### config.mk
export PLATFORM = sky130hd
export DESIGN_NAME = bsg_counter_load_down_saturating
export DESIGN_NICKNAME = d
export VERILOG_FILES = /design/src/rtl/bsg_counter_load_down_saturating.sv
export SDC_FILE = /design/constraint.sdc
export NUM_CORES = 1
export LEC_CHECK = 0
export ABC_AREA = 0
export ABC_CLOCK_PERIOD_IN_PS = 800
export CAP_MARGIN = 20
export CORE_AREA = 2 2 39 41
export DETAILED_ROUTE_END_ITERATION = 10
export DIE_AREA = 0 0 41 43
export SETUP_SLACK_MARGIN = 0.02
export SYNTH_ARGS = -nofsm -noshare
export SYNTH_HDL_FRONTEND = slang
export SYNTH_SLANG_ARGS = --single-unit
### constraint.sdc
create_clock -name clk_i -period 0.8 [get_ports clk_i]
set_input_delay 0.12 -clock clk_i [delete_from_list [all_inputs] [get_ports clk_i]]
set_output_delay 0.12 -clock clk_i [all_outputs]
set_load 0.05 [all_outputs]
### src/rtl/bsg_counter_load_down_saturating.sv
// Loadable down counter that saturates at zero, for credit/timeout countdowns.
// Emits a one-cycle expire pulse when a decrement reaches zero, with optional auto-reload.
//
//  state  | meaning
//  -------+-------------------------------------------------------------
//  IDLE   | count is zero, nothing pending
//  RUN    | count is non-zero
//  EXPIRE | one cycle after a decrement reached zero; drives expire_o
module bsg_counter_load_down_saturating #(
   parameter int max_val_p    = 1,
   parameter int init_val_p   = 0,
   parameter int reload_en_p  = 0,
   parameter int ptr_width_lp = (max_val_p < 1) ? 1 : $clog2(max_val_p + 1)
) (
   input  logic                    clk_i,
   input  logic                    reset_n_i,
   input  logic                    load_i,
   input  logic [ptr_width_lp-1:0] load_val_i,
   input  logic                    down_i,
   output logic [ptr_width_lp-1:0] count_r_o,
   output logic                    zero_o,
   output logic                    expire_o,
   output logic                    underflow_r_o
);

   localparam logic [ptr_width_lp-1:0] max_lp  = ptr_width_lp'(max_val_p);
   localparam logic [ptr_width_lp-1:0] init_lp = ptr_width_lp'(init_val_p);
   localparam logic [ptr_width_lp-1:0] one_lp  = ptr_width_lp'(1);

   typedef enum logic [1:0] {
      idle_s   = 2'd0,
      run_s    = 2'd1,
      expire_s = 2'd2
   } state_e;

   state_e                  state_r, state_n;
   logic [ptr_width_lp-1:0] reload_r, reload_n;
   logic [ptr_width_lp-1:0] count_n;
   logic                    underflow_n;
   logic [ptr_width_lp-1:0] lv;
   logic                    hit_zero;

   assign lv = (load_val_i > max_lp) ? max_lp : load_val_i;

   always_ff @(posedge clk_i or negedge reset_n_i) begin
      if (!reset_n_i) begin
         state_r       <= (init_val_p == 0) ? idle_s : run_s;
         count_r_o     <= init_lp;
         reload_r      <= init_lp;
         underflow_r_o <= 1'b0;
      end else begin
         state_r       <= state_n;
         count_r_o     <= count_n;
         reload_r      <= reload_n;
         underflow_r_o <= underflow_n;
      end
   end

   // Load is applied before the decrement, so load+down counts from the clamped value.
   always_comb begin
      count_n     = count_r_o;
      reload_n    = reload_r;
      underflow_n = underflow_r_o;
      hit_zero    = 1'b0;
      if (load_i) begin
         reload_n    = lv;
         underflow_n = 1'b0;
         if (!down_i)
            count_n = lv;
         else if (lv == '0)
            count_n = '0;
         else if (lv == one_lp)
            hit_zero = 1'b1;
         else
            count_n = lv - one_lp;
      end else if (down_i) begin
         if (count_r_o > one_lp)
            count_n = count_r_o - one_lp;
         else if (count_r_o == one_lp)
            hit_zero = 1'b1;
         else
            underflow_n = 1'b1;
      end
      // Reload uses the freshly loaded value when load and the final decrement coincide.
      if (hit_zero)
         count_n = (reload_en_p != 0) ? reload_n : '0;

      if (hit_zero)
         state_n = expire_s;
      else if (count_n == '0)
         state_n = idle_s;
      else
         state_n = run_s;
   end

   always_comb begin
      expire_o = (state_r == expire_s);
      zero_o   = (count_r_o == '0);
   end

`ifndef SYNTHESIS
   always_ff @(posedge clk_i) begin
      if (reset_n_i) begin
         assert (init_val_p <= max_val_p)
            else $error("init_val_p exceeds max_val_p");
         assert (count_r_o <= max_lp)
            else $error("count exceeds max_val_p");
      end
   end
`endif

endmodule
; ---- Word-level counts from Yosys, hierarchy flattened
; Index checks and enable logic that the tools add are counted.
[totals]
register_bits = 4
output_inout_bits = 4
wordCells = 31
[classes]
add_sub_neg = 1
order_cmp = 2
n_eq_ne = 3
muxes = 19
n_bitwise = 1
n_reduce_logical = 2
[ops]
columns = op, count
row1 = 1-bit 2-to-1 mux, 18
row2 = "2-bit inequality test, second input constant", 2
row3 = 3-bit AND reduction, 1
row4 = "2-bit equality test, second input constant", 1
row5 = "1-bit greater-than comparator, second input constant", 2
row6 = 2-bit 2-to-1 mux, 1
row7 = 2-bit nonzero test, 1
row8 = 1-bit inverter, 1
row9 = "1-bit subtractor, second input constant", 1

; ---- Depth between registers and ports, before layout
[logic_depth]
word_depth = 8
ltp_mapped = 2

; ---- Worst setup path after synthesis
; Ideal clock, no wire load.
[synth_path]
path_kind = flip-flop to output port
start = reg, netlist name count_r_o
end = out expire_o
arrival_time_ps = 1347
slack_ps = -667
path_stages_with_launch = 2
path_buffers = 0
path_cell_list = dfrtp_1 > nor2b_1
[synth_rtl]
columns = element, line_no
row1 = end: declaration, 22  ; output logic expire_o,

==> results <==
## worst max path at each step
stage                          from  cells past startpoint          to  slack (ps)
final                     count_r_o                      2    expire_o        -260
after global routing      count_r_o                      2    expire_o        -300
after CTS                 count_r_o                      2    expire_o        -270
after detailed placement     load_i                      3  state_r[1]        -250
after floorplan           count_r_o                      1      zero_o        -200
after global placement       load_i                      3  state_r[1]        -240
## report_power, final
group	leakage (nW)	internal [mW]	switching (mW)
combinational	0.0855	0.0870	0.0717
clock	0.0150	0.187	0.0729
sequential	0.0378	0.163	0.00941
total	0.138	0.436	0.154
## flip-flops by register name, summed over array words and instances (netlist names)
name,count
count_r_o,1
state_r,1
underflow_r_o,1
## cell families after synthesis
| family | after synthesis | synth area share (%) |
|---|---|---|
| AO/OA/AOI/OAI | 1 | 4.16 |
| buffers and inverters | 2 | 6.25 |
| flip-flops | 3 | 62.5 |
| multiplexers | 1 | 8.33 |
| AND/OR/NAND/NOR | 4 | 18.7 |
## cells in the final DEF (no fill, tap or decap)
cell,instances
sky130_fd_sc_hd__buf_6,1
sky130_fd_sc_hd__buf_4,1
sky130_fd_sc_hd__dfrtp_1,2
sky130_fd_sc_hd__clkdlybuf4s50_1,4
sky130_fd_sc_hd__inv_1,2
sky130_fd_sc_hd__a21oi_1,1
sky130_fd_sc_hd__buf_12,4
sky130_fd_sc_hd__mux2i_2,1
sky130_fd_sc_hd__dfrtp_2,1
sky130_fd_sc_hd__nor2_1,1
sky130_fd_sc_hd__nor2b_1,1
sky130_fd_sc_hd__clkbuf_4,3
sky130_fd_sc_hd__nand2b_1,1
sky130_fd_sc_hd__nor2b_4,1
sky130_fd_sc_hd__clkbuf_1,1
## area by class of cell
cell class              count  area, µm²  share of cell area, %
clock buffers               4       26.3                   8.27
inverters                   2       7.51                   2.36
multi-input cells           6       48.8                   15.4
flip-flops and latches      3       76.3                   24.0
well taps                  16       20.0                   6.30
repair buffers             10        139                   43.7
## timing repair
item	4_1_cts	5_1_grt
resized for setup	1	1
buffers inserted	1	0
pin swaps	1	0
endpoints found under the setup margin	7	7
## per-layer routing
| layer | vias up | global-route usage [%] |
|---|---|---|
| met2 | 7 | 5.00 |
| met5 | - | 0 |
| met1 | 56 | 3.86 |
| met4 | 0 | 10.0 |
| met3 | 2 | 1.57 |
| li1 | 64 | - |
## metrics by stage
| stage | instances | TNS [ps] | worst slack [ps] | util [%] |
|---|---|---|---|---|
| after floorplan | 11 | -638 | -201 | - |
| after detailed placement | 36 | -646 | -247 | 20.0 |
| after global placement | 36 | -610 | -238 | 20.0 |
| after CTS | 41 | -1280 | -272 | 22.7 |
| after global routing | 41 | -1480 | -301 | 23.0 |
| final | 41 | -1180 | -256 | 23.0 |
==> impl_results.md <==
- Result of the run: finished with violations
- Violations in the final reports: setup timing
- Length of routed met3 wiring: roughly 21 µm
- Area of the die: 1760 µm²
- Cells after synthesis: 11
- Routed wire length on met2: 139 µm
- R2R Path End: state_r[1]
- Power density over cell area: 1860 nW/µm²
- Slowest Stage Delay on Critical Path: about 430 ps
- Final hold slack: around 72 ps
- Primary FF master, synth: sky130_fd_sc_hd__dfrtp_1
- Height of the die: roughly 43 µm
- Hold Violations, Final: 0
- Diodes inserted: 0
- Proportion of netlist area held by the largest area contributor: a little over three fifths
- Buffers added on ports: 8
- Share of post-route cells with drive strength above 1: about 48%
- Count of clock tree sinks: 3
- Tightest Hold Check Type: primary input to asynchronous set/reset pin
- Period Utilization, post-route: 132%
- Area Growth Syn to Fin: 165%
- Clk Tree Root Cell: sky130_fd_sc_hd__clkbuf_4
- Flip-flop and latch count after synthesis: 3
- Startpoint of the most critical register-to-register path: count_r_o
- Top Layer Used: met4
- Nets@finish: 31
- Type of the worst setup path: flop to primary output
- Routed length per instance: approximately 6.7 µm
- Final standard cell area without fillers: 318 µm²
- Antenna violations before repair: 0
- Initial cell density of the core: between 8 and 9%
- Cell types with the largest area share after synthesis: sky130_fd_sc_hd__dfrtp_1, sky130_fd_sc_hd__nor2b_1, sky130_fd_sc_hd__mux2i_1
- Total power: between 500 and 600 µW
- Length of routed wiring on met1: ~93 µm
- Syn nets: 16
- Layout filler cell count: ~150
- Maximum buffer depth of the clock tree: 2
- Max IR drop VDD: ~0.37 mV
- Number of H-tree levels: 1
- Average cell area after synthesis: 10.9 µm²
- Slowest cell on the critical path: sky130_fd_sc_hd__dfrtp_2
- Endpoint class of the critical path: primary output
- Aggregate global-route resource usage: under 10%
- Largest clock skew in the final design: 0.309 ps
- Warning count from the yosys run: 0
- Unique cell type count in the Yosys netlist: 7
- Arrival time at the worst endpoint: 940 ps
- Number of ports placed on the die boundary: 9
- Vias per cell: ~3.1
- Insertion delay to the later sink of the worst-skew pair: 230 ps
- Final routed wirelength across all metal layers: around 270 µm
- Leading area contributor after synthesis: sky130_fd_sc_hd__dfrtp_1
- Worst relative slew slack: between 80% and 90%
- Sequential-to-total area share from yosys stat: 62.5%
- Cts bufs inserted: 3
- Remaining DRCs: 0
- Placer congestion estimate: 0.548
- Core footprint: between 1000 and 1500 µm²
- Post-synth top cells: sky130_fd_sc_hd__dfrtp_1, sky130_fd_sc_hd__inv_1, sky130_fd_sc_hd__nor2b_1
- Placed standard-cell area: 277 µm²
- Count of pins over their slew limit: 0
- Clock period minus worst slack: 1060 ps
- Setup repair after global routing missed its margin: yes
- Placement Rows: 14
- Number of synthesized flops with an enable pin: 0
- Maxcap violations: 0
- Setup crit start kind: flop
- Post-route ant nets: 0
- Number of global-route vias before repair: between 100 and 150
- List of cells traversed by the critical path: nor2b_4 -> buf_12
- Wire length of the first global-routing pass: 434 µm
- Combined buffer and inverter count along the critical path: 1
- Clock tree from TritonCTS: done
- Share of async-settable or async-resettable flops after synthesis: 100%
- Count leader, synth: sky130_fd_sc_hd__dfrtp_1
- Worst Tran Pin Value: around 160 ps
- Final setup vio count: 7
- Drt pass-1 iters: 1
- Final critical-path setup slack: -256 ps
- R2R depth: 3
- Maximum fanout encountered on the critical timing path: 4
- CP delay by family, top: flip-flops
- Pin count of the biggest net entering global routing: 5
- Static leakage power: 0.138 nW
- Hold buffers post-CTS: 0
- X dimension of the die: just over 40 µm
- Register-to-Register Setup Slack: -120 ps
- Fmax: around 950 MHz
- Clock slew at the register clock pins of the worst setup and hold paths: around 40 ps
- Post-synthesis instance area: 120 µm²
- Grt ovf: 0
- Number of vias in the routed layout: about 130
- Required arrival time at the worst endpoint: slightly below 700 ps
- Violation count after the first detailed-routing iteration: 0
Note: power is estimated with default switching activity, not from simulation.
==> RTL change 1 (same flow settings) <==
Set the parameter `reload_en_p` to 1 (it was 0).
--- a/src/rtl/bsg_counter_load_down_saturating.sv
+++ b/src/rtl/bsg_counter_load_down_saturating.sv
@@ -11,3 +11,3 @@
    parameter int init_val_p   = 0,
-   parameter int reload_en_p  = 0,
+   parameter int reload_en_p  = 1,
    parameter int ptr_width_lp = (max_val_p < 1) ? 1 : $clog2(max_val_p + 1)
Check against the original RTL: not equivalent (Yosys sat finds a counterexample within 4 cycles, from zero or initial values and one cycle with reset_n_i low).
==> RTL change 1 against the original RTL <==
The flow still finishes with violations (setup timing); design area rose by 46%; sequential share of layout area up 3.2 points; utilization increased by 11 points; synthesized area rose by 64%; hold slack gained 0.027 ns; global-route usage up 2.4 points; clock power increased by 14%; sequential power is 70% higher; final cell count up 27%; total power grew 45%; routed wire length up 55%; sequential cell count rose by 2; count of clock-buffer cells in the layout unchanged; setup slack improved by 0.0074 ns; critical path type unchanged; largest power group unchanged.
==> RTL change 1: results (changes against the original RTL) <==
cp.arrival_ns: 0.93
yosys_warnings: 0  # unchanged
layout.nets: 42  # was 31
via_per_inst: 3.60  # was 3.15
first_iter_violations: 1  # was 0
p_sw_share_pct: 28.6  # was 26.1%
grt-ovfl-total: 0  # unchanged
root_buffer: "clkbuf_4"  # unchanged
violations: "setup timing"  # unchanged
layout-drive-gt1-share_pct: 55.6  # was 48.0%
track_usage_pct: 7.06  # was 4.62%
grt_max_degree: 6  # was 5
grt_pass1_wl_um: 752  # was 434 um
place.gp.congestion: 0.752  # was 0.548
insertion_delay_ns: 0.24
numCtsBuffers: 3  # unchanged
portBuffers: 8  # unchanged
tns_ns: -1.22  # was -1.18 ns
reg2reg_from: "count_r_o$_DFF_PN0_"  # unchanged
fin_ws_ns: -0.248  # was -0.256 ns
yosysSeqAreaShare_pct: 63.7  # was 62.5%
syn_nets: 23  # was 16
start_kind: "flip-flop"  # unchanged
grt_pass1_vias: 189  # was 131
clkTransAtPathRegs_ns: 0.04  # about the same
diodes: 0  # unchanged
clock-skew-final_ns: 0.000557  # was 0.000309 ns
hold_path_class: "input port to async pin"  # unchanged
largest_reg_flops: 2
antenna_found_initial: 0  # unchanged
setup_viol: 8  # was 7
worst_pin_slew_ns: 0.228  # was 0.165 ns
max_flop_register: "state_r"
peakVddDrop_v: 0.000979  # was 0.000373 V
htreeDepth: 1  # unchanged
status: "complete, but fails checks"  # unchanged
dr.pass1.iters: 2  # was 1
drt_wl_total_um: 425  # was 274 um
max-clock-path-buffers: 2  # unchanged
p_leak_uw: 0.000203  # was 0.000138 uW
synth.distinct_cells: 10  # was 7
yosys-top-cells-count: "dfrtp_1, inv_1, nor2b_1"  # unchanged
ys_top_cells_by_area: "dfrtp_1, nor2b_1, inv_1, mux2i_1, o31ai_1"  # was dfrtp_1, nor2b_1, mux2i_1, inv_1, nand2b_1
path_max_fanout: 3  # was 4
async_flop_share_pct: 100  # unchanged
nFillCells: 138  # was 148
==> RTL change 1: changes by cell type in the layout (fill, tap and decap cells not counted), sizes merged <==
cell           unedited run  this run
nand2                     0         1
o21ai                     0         1
nor2b                     2         3
clkinvlp                  0         1
dfrtp                     3         5
dlygate4sd2               0         1
o31ai                     0         1
clkdlybuf4s50             4         3
buf                       6        10
==> RTL change 1: cell families (layout without fill, tap and decap cells) <==
logic type             count (synthesis)  in the layout  share of synthesized area (%)
multiplexers                           1              1                           5.10
AO/OA/AOI/OAI                          3              3                           8.91
buffers and inverters                  3             21                           5.73
flip-flops                             5              5                           63.7
AND/OR/NAND/NOR                        6              6                           16.6
==> RTL change 1: cell type report <==
| class | count | share of cell area, % |
|---|---|---|
| Timing Repair Buffer | 14 | 36.9 |
| Sequential cell | 5 | 27.2 |
| Multi-Input combinational cell | 10 | 22.6 |
| Clock buffer | 4 | 5.66 |
| Tap cell | 16 | 4.31 |
| Inverter | 3 | 3.23 |
==> RTL change 1: path summary, 6_finish.rpt <==
kind / end / slack (ns) / cells after the start
setup / recovery: count_r_o / -0.25 / 2
hold / removal: reload_r$_DFF_PN0_ / 0.1 / 1
setup reg to reg: count_r_o$_DFF_PN0_ / -0.13 / 3
hold reg to reg: reload_r$_DFF_PN0_ / 0.52 / 2
max in group asynchronous: count_r_o$_DFF_PN0_ / 0.49 / 1
min in group clk_i: state_r[0]$_DFF_PN0_ / 0.37 / 3
==> RTL change 1: through the flow <==
step	instance area, um2	power [uW]	cells	worst slack [ns]
finish	464	855	52	-0.248
global route	464	917	52	-0.280
CTS	428	841	51	-0.259
detailed placement	372	511	45	-0.285
global placement	372	510	45	-0.263
floorplan	209	384	18	-0.448
==> RTL change 1: timing repair <==
action,in CTS,in global routing
endpoints found under the setup margin,7,8
pin swaps,3,3
cloned,0,0
setup buffers,2,1
hold buffers,0,0
resized for setup,5,4
endpoints found under the hold margin,0,0
==> RTL change 1: routing by layer <==
metal	global-route usage, %	vias to the layer above	share of wire [%]
li1	-	92	-
met1	7.52	84	44
met2	8.75	11	41
met3	8.38	0	14
met4	2.00	0	0
met5	0	-	0
==> RTL change 1: power groups by stage <==
| stage | clock network (uW) | logic [uW] | registers [uW] |
|---|---|---|---|
| final | 294 | 270 | 292 |
| after global routing | 340 | 283 | 293 |
| after CTS | 307 | 242 | 293 |
| after detailed placement | 0 | 215 | 296 |
| after global placement | 0 | 215 | 295 |
| after floorplan | 0 | 62.3 | 322 |
==> RTL change 1: worst max-delay path: stages, from the launching register on <==
cell,delay (ns)
dfrtp_2,0.43
buf_6,0.13
buf_12,0.13
==> RTL change 2 (same flow settings) <==
Made on the original files. Encoding of `state_e`: now one-hot (3 bits for 3 states).
--- a/src/rtl/bsg_counter_load_down_saturating.sv
+++ b/src/rtl/bsg_counter_load_down_saturating.sv
@@ -29,6 +29,6 @@
 
-   typedef enum logic [1:0] {
-      idle_s   = 2'd0,
-      run_s    = 2'd1,
-      expire_s = 2'd2
+   typedef enum logic [2:0] {
+      idle_s   = 3'b001,
+      run_s    = 3'b010,
+      expire_s = 3'b100
    } state_e;
Function: same outputs for any inputs over 10 cycles, from zero or initial values and one cycle with reset_n_i low; not proved beyond that.
==> RTL change 2 against the original RTL <==
The flow still finishes with violations (setup timing); die area is the same; setup slack lost 0.11 ns; total power grew 15%; via count up 19%; largest cell class unchanged; sequential cell count rose by 1; routed wire length up 35%; design area up 23%; synthesized area grew 23%.
==> RTL change 2: results (changes against the original RTL) <==
status: "complete, but fails checks"  # unchanged
violations: "setup timing"  # unchanged
non_clock_buffer_count: 13  # was 10
tns_ns: -1.83  # was -1.18 ns
wl_met3_um: 71  # was 21 um
nFillCells: 144  # was 148
fin_ws_ns: -0.361  # was -0.256 ns
cp.arrival_ns: 1.04  # was 0.94 ns
clkTransAtPathRegs_ns: 0.04  # about the same
postSynthAreaPerCell_um2: 12.3  # was 10.9 um2
dpl.cell_count: 37  # was 36
peakVddDrop_v: 0.000456  # was 0.000373 V
async_flop_share_pct: 100  # unchanged
r2r_end: "state_r[2]$_DFF_PN0_"  # was state_r[1]$_DFF_PN0_
stdcell_count: 45  # was 41
wl_per_cell_um: 8.20  # was 6.68 um
grt_util_met2_pct: 7.50  # was 5.00%
power-per-cell-area_mw_per_mm2: 1740  # was 1860 mW/mm2
p_leak_uw: 0.000168  # was 0.000138 uW
grt_pass1_wl_um: 600  # was 434 um
synth.distinct_cells: 9  # was 7
final-seq-area_um2: 103  # was 76.3 um2
track_usage_pct: 5.65  # was 4.62%
clock-skew-final_ns: 0.00634  # was 0.000309 ns
syn_nets: 17  # was 16
multi_input_area_share_pct: 18.8  # was 15.4%
start_kind: "flip-flop"  # unchanged
via_count: 154  # was 129
layout-drive-gt1-share_pct: 65.5  # was 48.0%
dp_hpwl_um: 246
place.gp.congestion: 0.604  # was 0.548
bufAreaShareNonClock_pct: 41.2  # was 43.7%
yosysSeqAreaShare_pct: 68.6  # was 62.5%
numClockSinks: 4  # was 3
grt_use_met1_pct: 4.89  # was 3.86%
grt_max_degree: 5  # unchanged
grt_pass1_vias: 153  # was 131
clk_share_pct: 6.71  # was 8.27%
holdWs_ns: 0.0812  # was 0.0717 ns
critPathMaxStageDelay_ns: 0.43  # about the same
top_layer_used: "met3"  # was met4
r2r_cells: 4  # was 3
use_met3_pct: 4.19  # was 1.57%
synthCells: 12  # was 11
wl_met1_um: 109  # was 93 um
place_area_um2: 308  # was 277 um2
layout.nets: 35  # was 31
slew_headroom_pct: 87.5  # was 88.8%
cp_top_family: "flip-flops"  # unchanged
setup_viol: 8  # was 7
ys_top_cells_by_area: "dfrtp_1, dfstp_2, mux2i_1, inv_1, nor3b_1"  # was dfrtp_1, nor2b_1, mux2i_1, inv_1, nand2b_1
met2_wirelength_um: 189  # was 139 um
reg_top3: "state_r: 2 flops, count_r_o: 1 flops, underflow_r_o: 1 flops"  # was count_r_o: 1 flops, state_r: 1 flops, underflow_r_o: 1 flops
dp_worst_setup_slack_ns: -0.296  # was -0.247 ns
portBuffers: 8  # unchanged
rrSetupSlack_ns: -0.23  # was -0.12 ns
yosys-top-cells-count: "dfrtp_1, inv_1"  # was dfrtp_1, inv_1, nor2b_1
max-clock-path-buffers: 2  # unchanged
==> RTL change 2: cell count changes after synthesis, sizes merged <==
cell   delta
nor2b     -1
dfstp     +1
nor3b     +1
==> RTL change 2: what timing repair did <==
| item | in CTS | in global routing |
|---|---|---|
| pin swaps | 0 | 1 |
| gates resized for setup | 2 | 4 |
| setup endpoints to repair | 7 | 8 |
| buffers inserted | 1 | 3 |
==> RTL change 2: kinds of logic (layout without fill, tap and decap cells) <==
family | Yosys count | count (layout) | share of synthesized area [%]
flops | 4 | 4 | 68.6
simple gates | 4 | 4 | 16.1
buf+inv | 2 | 19 | 5.09
compound gates | 1 | 1 | 3.39
mux | 1 | 1 | 6.78
==> RTL change 2: power by group <==
| part | switching (uW) | internal [uW] | leakage, uW |
|---|---|---|---|
| clock network | 80.5 | 187 | 0.0000150 |
| registers | 12.5 | 221 | 0.0000483 |
| logic | 78.2 | 101 | 0.000104 |
| total | 171 | 509 | 0.000168 |
